**src/rtl/mem_issue_unit.sv**
```systemverilog
// Memory issue stage: issues the LSQ head entry to the data cache, waits for the
// response, then dequeues it and either broadcasts the load result or reports the store as done.
module mem_issue_unit #(
    parameter int unsigned ROB_IDX_W = 5,
    parameter int unsigned PD_W      = 6
) (
    input  logic                 clk,
    input  logic                 rst_n,
    input  logic                 head_valid,
    input  logic                 head_addr_valid,
    input  logic                 head_is_store,
    input  logic [31:0]          head_addr,
    input  logic [3:0]           head_rmask,
    input  logic [3:0]           head_wmask,
    input  logic [31:0]          head_wdata,
    input  logic [2:0]           head_funct3,
    input  logic [ROB_IDX_W-1:0] head_rob_idx,
    input  logic [4:0]           head_rd,
    input  logic [PD_W-1:0]      head_pd,
    input  logic [ROB_IDX_W-1:0] rob_head_idx,
    input  logic                 rob_flush,
    output logic                 lsq_dequeue,
    output logic [31:0]          dmem_addr,
    output logic [3:0]           dmem_rmask,
    output logic [3:0]           dmem_wmask,
    output logic [31:0]          dmem_wdata,
    input  logic                 dmem_resp,
    input  logic [31:0]          dmem_rdata,
    output logic                 cdb_valid,
    output logic [ROB_IDX_W-1:0] cdb_rob_idx,
    output logic [4:0]           cdb_rd,
    output logic [PD_W-1:0]      cdb_pd,
    output logic [31:0]          cdb_data,
    output logic                 store_done,
    output logic [ROB_IDX_W-1:0] store_done_rob_idx
);

    typedef enum logic [1:0] {
        S_IDLE  = 2'd0,
        S_REQ   = 2'd1,
        S_WAIT  = 2'd2,
        S_DRAIN = 2'd3
    } state_e;

    state_e               state_q, state_d;

    logic [1:0]           op_lane_q, op_lane_d;
    logic [2:0]           op_funct3_q, op_funct3_d;
    logic [ROB_IDX_W-1:0] op_rob_idx_q, op_rob_idx_d;
    logic [4:0]           op_rd_q, op_rd_d;
    logic [PD_W-1:0]      op_pd_q, op_pd_d;
    logic                 op_is_store_q, op_is_store_d;

    logic [31:0]          dmem_addr_q, dmem_addr_d;
    logic [3:0]           dmem_rmask_q, dmem_rmask_d;
    logic [3:0]           dmem_wmask_q, dmem_wmask_d;
    logic [31:0]          dmem_wdata_q, dmem_wdata_d;

    logic                 cdb_valid_q, cdb_valid_d;
    logic [ROB_IDX_W-1:0] cdb_rob_idx_q, cdb_rob_idx_d;
    logic [4:0]           cdb_rd_q, cdb_rd_d;
    logic [PD_W-1:0]      cdb_pd_q, cdb_pd_d;
    logic [31:0]          cdb_data_q, cdb_data_d;
    logic                 store_done_q, store_done_d;
    logic [ROB_IDX_W-1:0] store_done_rob_idx_q, store_done_rob_idx_d;

    logic                 go;

    // Align the response word to the access lane and extend per funct3.
    function automatic logic [31:0] load_extract(input logic [31:0] rdata,
                                                 input logic [1:0]  lane,
                                                 input logic [2:0]  f3);
        logic [31:0] sh;
        sh = rdata >> {lane, 3'b000};
        case (f3)
            3'b000:  load_extract = {{24{sh[7]}}, sh[7:0]};
            3'b100:  load_extract = {24'h000000, sh[7:0]};
            3'b001:  load_extract = {{16{sh[15]}}, sh[15:0]};
            3'b101:  load_extract = {16'h0000, sh[15:0]};
            3'b010:  load_extract = sh;
            default: load_extract = 32'h0000_0000;
        endcase
    endfunction

    // Stores wait for the ROB head; loads go as soon as the address is known.
    assign go = head_valid & head_addr_valid & ~rob_flush &
                (~head_is_store | (head_rob_idx == rob_head_idx));

    always_comb begin
        state_d              = state_q;
        op_lane_d            = op_lane_q;
        op_funct3_d          = op_funct3_q;
        op_rob_idx_d         = op_rob_idx_q;
        op_rd_d              = op_rd_q;
        op_pd_d              = op_pd_q;
        op_is_store_d        = op_is_store_q;
        dmem_addr_d          = 32'h0000_0000;
        dmem_rmask_d         = 4'h0;
        dmem_wmask_d         = 4'h0;
        dmem_wdata_d         = 32'h0000_0000;
        cdb_valid_d          = 1'b0;
        cdb_rob_idx_d        = cdb_rob_idx_q;
        cdb_rd_d             = cdb_rd_q;
        cdb_pd_d             = cdb_pd_q;
        cdb_data_d           = cdb_data_q;
        store_done_d         = 1'b0;
        store_done_rob_idx_d = store_done_rob_idx_q;
        lsq_dequeue          = 1'b0;

        case (state_q)
            S_IDLE: begin
                if (go) begin
                    state_d       = S_REQ;
                    op_lane_d     = head_addr[1:0];
                    op_funct3_d   = head_funct3;
                    op_rob_idx_d  = head_rob_idx;
                    op_rd_d       = head_rd;
                    op_pd_d       = head_pd;
                    op_is_store_d = head_is_store;
                    dmem_addr_d   = {head_addr[31:2], 2'b00};
                    dmem_rmask_d  = head_is_store ? 4'h0 : head_rmask;
                    dmem_wmask_d  = head_is_store ? head_wmask : 4'h0;
                    dmem_wdata_d  = head_is_store ? head_wdata : 32'h0000_0000;
                end
            end
            S_REQ: begin
                state_d = rob_flush ? S_DRAIN : S_WAIT;
            end
            S_WAIT: begin
                if (dmem_resp) begin
                    state_d = S_IDLE;
                    if (!rob_flush) begin
                        lsq_dequeue = 1'b1;
                        if (op_is_store_q) begin
                            store_done_d         = 1'b1;
                            store_done_rob_idx_d = op_rob_idx_q;
                        end else begin
                            cdb_valid_d   = 1'b1;
                            cdb_rob_idx_d = op_rob_idx_q;
                            cdb_rd_d      = op_rd_q;
                            cdb_pd_d      = op_pd_q;
                            cdb_data_d    = load_extract(dmem_rdata, op_lane_q, op_funct3_q);
                        end
                    end
                end else if (rob_flush) begin
                    state_d = S_DRAIN;
                end
            end
            S_DRAIN: begin
                if (dmem_resp) begin
                    state_d = S_IDLE;
                end
            end
            default: state_d = S_IDLE;
        endcase
    end

    always_ff @(posedge clk) begin
        if (!rst_n) begin
            state_q              <= S_IDLE;
            op_lane_q            <= 2'b00;
            op_funct3_q          <= 3'b000;
            op_rob_idx_q         <= '0;
            op_rd_q              <= 5'd0;
            op_pd_q              <= '0;
            op_is_store_q        <= 1'b0;
            dmem_addr_q          <= 32'h0000_0000;
            dmem_rmask_q         <= 4'h0;
            dmem_wmask_q         <= 4'h0;
            dmem_wdata_q         <= 32'h0000_0000;
            cdb_valid_q          <= 1'b0;
            cdb_rob_idx_q        <= '0;
            cdb_rd_q             <= 5'd0;
            cdb_pd_q             <= '0;
            cdb_data_q           <= 32'h0000_0000;
            store_done_q         <= 1'b0;
            store_done_rob_idx_q <= '0;
        end else begin
            state_q              <= state_d;
            op_lane_q            <= op_lane_d;
            op_funct3_q          <= op_funct3_d;
            op_rob_idx_q         <= op_rob_idx_d;
            op_rd_q              <= op_rd_d;
            op_pd_q              <= op_pd_d;
            op_is_store_q        <= op_is_store_d;
            dmem_addr_q          <= dmem_addr_d;
            dmem_rmask_q         <= dmem_rmask_d;
            dmem_wmask_q         <= dmem_wmask_d;
            dmem_wdata_q         <= dmem_wdata_d;
            cdb_valid_q          <= cdb_valid_d;
            cdb_rob_idx_q        <= cdb_rob_idx_d;
            cdb_rd_q             <= cdb_rd_d;
            cdb_pd_q             <= cdb_pd_d;
            cdb_data_q           <= cdb_data_d;
            store_done_q         <= store_done_d;
            store_done_rob_idx_q <= store_done_rob_idx_d;
        end
    end

    // A flush arriving while a result is being presented kills it.
    assign cdb_valid          = cdb_valid_q & ~rob_flush;
    assign store_done         = store_done_q & ~rob_flush;
    assign cdb_rob_idx        = cdb_rob_idx_q;
    assign cdb_rd             = cdb_rd_q;
    assign cdb_pd             = cdb_pd_q;
    assign cdb_data           = cdb_data_q;
    assign store_done_rob_idx = store_done_rob_idx_q;
    assign dmem_addr          = dmem_addr_q;
    assign dmem_rmask         = dmem_rmask_q;
    assign dmem_wmask         = dmem_wmask_q;
    assign dmem_wdata         = dmem_wdata_q;

endmodule
```
**config.mk**
```make
export PLATFORM = sky130hd
export DESIGN_NAME = mem_issue_unit
export DESIGN_NICKNAME = d
export VERILOG_FILES = /design/src/rtl/mem_issue_unit.sv
export SDC_FILE = /design/constraint.sdc
export NUM_CORES = 1
export LEC_CHECK = 0
export CORE_AREA = 4 4 121 123
export CTS_BUF_LIST = sky130_fd_sc_hd__clkbuf_16
export DETAILED_ROUTE_END_ITERATION = 10
export DIE_AREA = 0 0 125 127
export PLACE_DENSITY = 0.8
export SLEW_MARGIN = 20
export SYNTH_ARGS = -nofsm -noshare
export SYNTH_HDL_FRONTEND = slang
export SYNTH_SLANG_ARGS = --single-unit
```
**constraint.sdc**
```tcl
create_clock -name clk -period 2.7 [get_ports clk]
set_input_delay 0.27 -clock clk [delete_from_list [all_inputs] [get_ports clk]]
set_output_delay 0.27 -clock clk [all_outputs]
set_load 0.005 [all_outputs]
```
==> run metrics <==
I/O pin cnt 263; Switch Pwr 1100 µW; initial DRC count 255; Residual DRC 0; Placer Congestion 0.892; Die W 125 µm; final instance area 0.00892 mm²; Initial Utilization 40.4%; Tot GR Track Use 20.7%; flops & latches, synth 149; Final period util 79.4%; initial antenna violation count 0; I/O Buffers 260; pwr dens 577 mW/mm²; core area 0.0137 mm²; clock root cell clkbuf_16; Critical Path, Cell by Cell nand4bb_2, buf_4, inv_2, clkdlybuf4s50_1; antenna cells 0; Final Hold Fails 0; vias in the first global route 5068; normalized max-slew margin 51.7%; clk_lat worst skew 0.41 ns; Final Max Tran Viols 0; global route overflow 0; number of synthesized flops with an enable pin 0; share of cells above drive strength 1 12.4%; row cnt 43; TritonCTS Buffers 17; Comb pwr share 9.0%; Seq pwr share 43.8%; Max Clock Skew 0.00482 ns; Routed Antenna Nets 0; Detailed Route WL 16900 µm; total clock sinks 149; Clock Power Share 47.1%; RSZ-0062 raised after global routing no; element type at the critical path start flop; drt first pass iters 5; cts hold-fix bufs 0; post-layout util 65.3%; critical path class reg -> out; DR WL/cell 16.9 µm; H-tree Lvls 4; Resize count post-CTS 0; CTS tree yes; Worst Path Arrival 1.87 ns; Die Area 0.0159 mm²; slowest CP cell clkdlybuf4s50_1; largest net degree at the start of global routing 79; area grow syn2layout 61.7%; Overall Power 5140 µW; vias post-DR 4891; Worst Path Required 2.43 ns; yosys warns 0; WHS 0.415 ns; CP Max Fanout 8; switch share 21.3%; worst path buffer plus inverter count 3; Via density 4.89; maxcap violations 0; Reg clk slew, reported paths 0.06 ns; family with the most delay on the worst path buffers and inverters; synth unique cells 44; first-pass GRT wire length 26400 µm; worst min path class in -> reg; Mapped Area 0.00552 mm²; final setup fails 0; Post-synth top flop dfxtp_1; worst-case vdd ir drop 0.000412 V; internal power 4050 µW; TNS Setup 0 ns; Mapped Cells 553; Leakage Power 0.00362 µW; Seq/Total Area, Yosys 54.1%; dpl hpwl 12700 µm; Area after DPL 0.00830 mm²; Longest Clk Path Bufs 2; Post-CTS Setup Bufs 0; Max Clock Freq 466 MHz; # nets final 943; min Tclk post-route 2.14 ns; Crit path largest cell delay 0.53 ns; Worst Tran Pin Value 0.724 ns; crit path capture type output pin; status completed; ys async rst share 0%; syn_area_per_cell 9.97 µm²; Die Y 127 µm
## cell usage after synthesis, types with 5 or more instances
| library cell | instances | area share (%) |
|---|---|---|
| nand3_1 | 5 | 0.45 |
| a21oi_1 | 38 | 3.4 |
| nor2_1 | 17 | 1.2 |
| buf_2 | 6 | 0.54 |
| mux2_2 | 8 | 1.6 |
| a221o_1 | 8 | 1.5 |
| a211o_1 | 8 | 1.3 |
| mux2i_1 | 38 | 6.9 |
| and2_2 | 32 | 4.4 |
| and3_1 | 43 | 4.9 |
| dfxtp_1 | 149 | 54 |
| o2bb2ai_1 | 16 | 2.5 |
| o211ai_1 | 8 | 1.1 |
| xor2_1 | 5 | 0.79 |
| nand2_1 | 97 | 6.6 |
| clkbuf_1 | 27 | 1.8 |
## worst paths after layout
| path | startpoint | to | slack, ns | cells after the start |
|---|---|---|---|---|
| hold reg to reg | op_pd_q[0]$_SDFFE_PN0P_ | cdb_pd[0]$_SDFFE_PN0P_ | 0.45 | 2 |
| setup reg to reg | op_lane_q[1]$_SDFFE_PN0P_ | cdb_data[18]$_SDFFE_PN0P_ | 0.71 | 4 |
| setup / recovery | state_q[1]$_SDFFE_PN0P_ | lsq_dequeue | 0.56 | 4 |
| hold / removal | head_pd[3] | op_pd_q[3]$_SDFFE_PN0P_ | 0.41 | 3 |
## cell usage in the layout, fill, tap and decap left out, types with 4 or more instances in the layout
master	count
nor3_1	4
clkbuf_16	17
nand2_1	97
nand3_1	5
mux2_2	8
o2bb2ai_1	16
a21oi_1	37
and3_1	43
a221o_1	8
and2_2	32
xor2_1	5
mux2i_1	38
buf_4	17
clkdlybuf4s50_1	259
a211o_1	8
and2_1	4
nor2_1	16
dfxtp_1	149
bufinv_16	4
clkinv_2	4
o211ai_1	8
## stage by stage
| stage | setup slack (ns) | instances |
|---|---|---|
| after detailed placement | 0.303 | 969 |
| after global routing | 0.429 | 1001 |
| final | 0.555 | 1001 |
| after CTS | 0.509 | 1001 |
| after global placement | 0.388 | 969 |
| after floorplan | 0.804 | 554 |
## kinds of logic after synthesis
kind of cell	after synthesis	synth area share [%]
compound gates	84	10.7
xor+xnor	5	0.794
buf+inv	44	3.36
flops	149	54.1
mux	48	9.35
other cells	1	0.0680
simple gates	222	21.6
## power by group through the flow
stage | combinational (µW) | clock [µW] | sequential, µW
6_report | 464 | 2430 | 2260
5_1_grt | 502 | 2570 | 2260
4_1_cts | 466 | 2470 | 2250
3_5_place_dp | 461 | 0 | 2300
3_3_place_gp | 451 | 0 | 2300
2_1_floorplan | 172 | 0 | 2300
## metal layers
metal,global-route usage [%],up-vias,part of all wire (%)
li1,-,2408,-
met5,0,-,0
met4,8.04,0,2.5
met2,37.1,151,52
met1,23.7,2307,41
met3,5.52,25,4.8
## worst register-to-register path: cells and delay by family, from the launching register on
family / cells / cell delay [ns]
flip-flops: 1 / 0.60
multiplexers: 1 / 0.57
AO/OA/AOI/OAI: 2 / 0.53
buffers and inverters: 1 / 0.19
## sequential cells by signal (all words and copies together), names as in the netlist, 2 cells and up
register,flops
store_done_rob_idx,5
op_lane_q,2
cdb_rob_idx,5
cdb_data,32
op_pd_q,6
cdb_rd,5
dmem_addr,30
op_rd_q,5
dmem_wdata,32
op_rob_idx_q,5
op_funct3_q,3
dmem_rmask,4
cdb_pd,6
dmem_wmask,4
state_q,2
## cell type report
cell class	instances	area (µm²)
multi-input cells	361	2360
fillers	1119	4750
repair buffers	277	2730
flip-flops and latches	149	2980
clock buffers	17	425
clock inverters	15	189
well taps	180	225
inverters	2	7.51
Note: power is estimated with default switching activity, not from simulation.
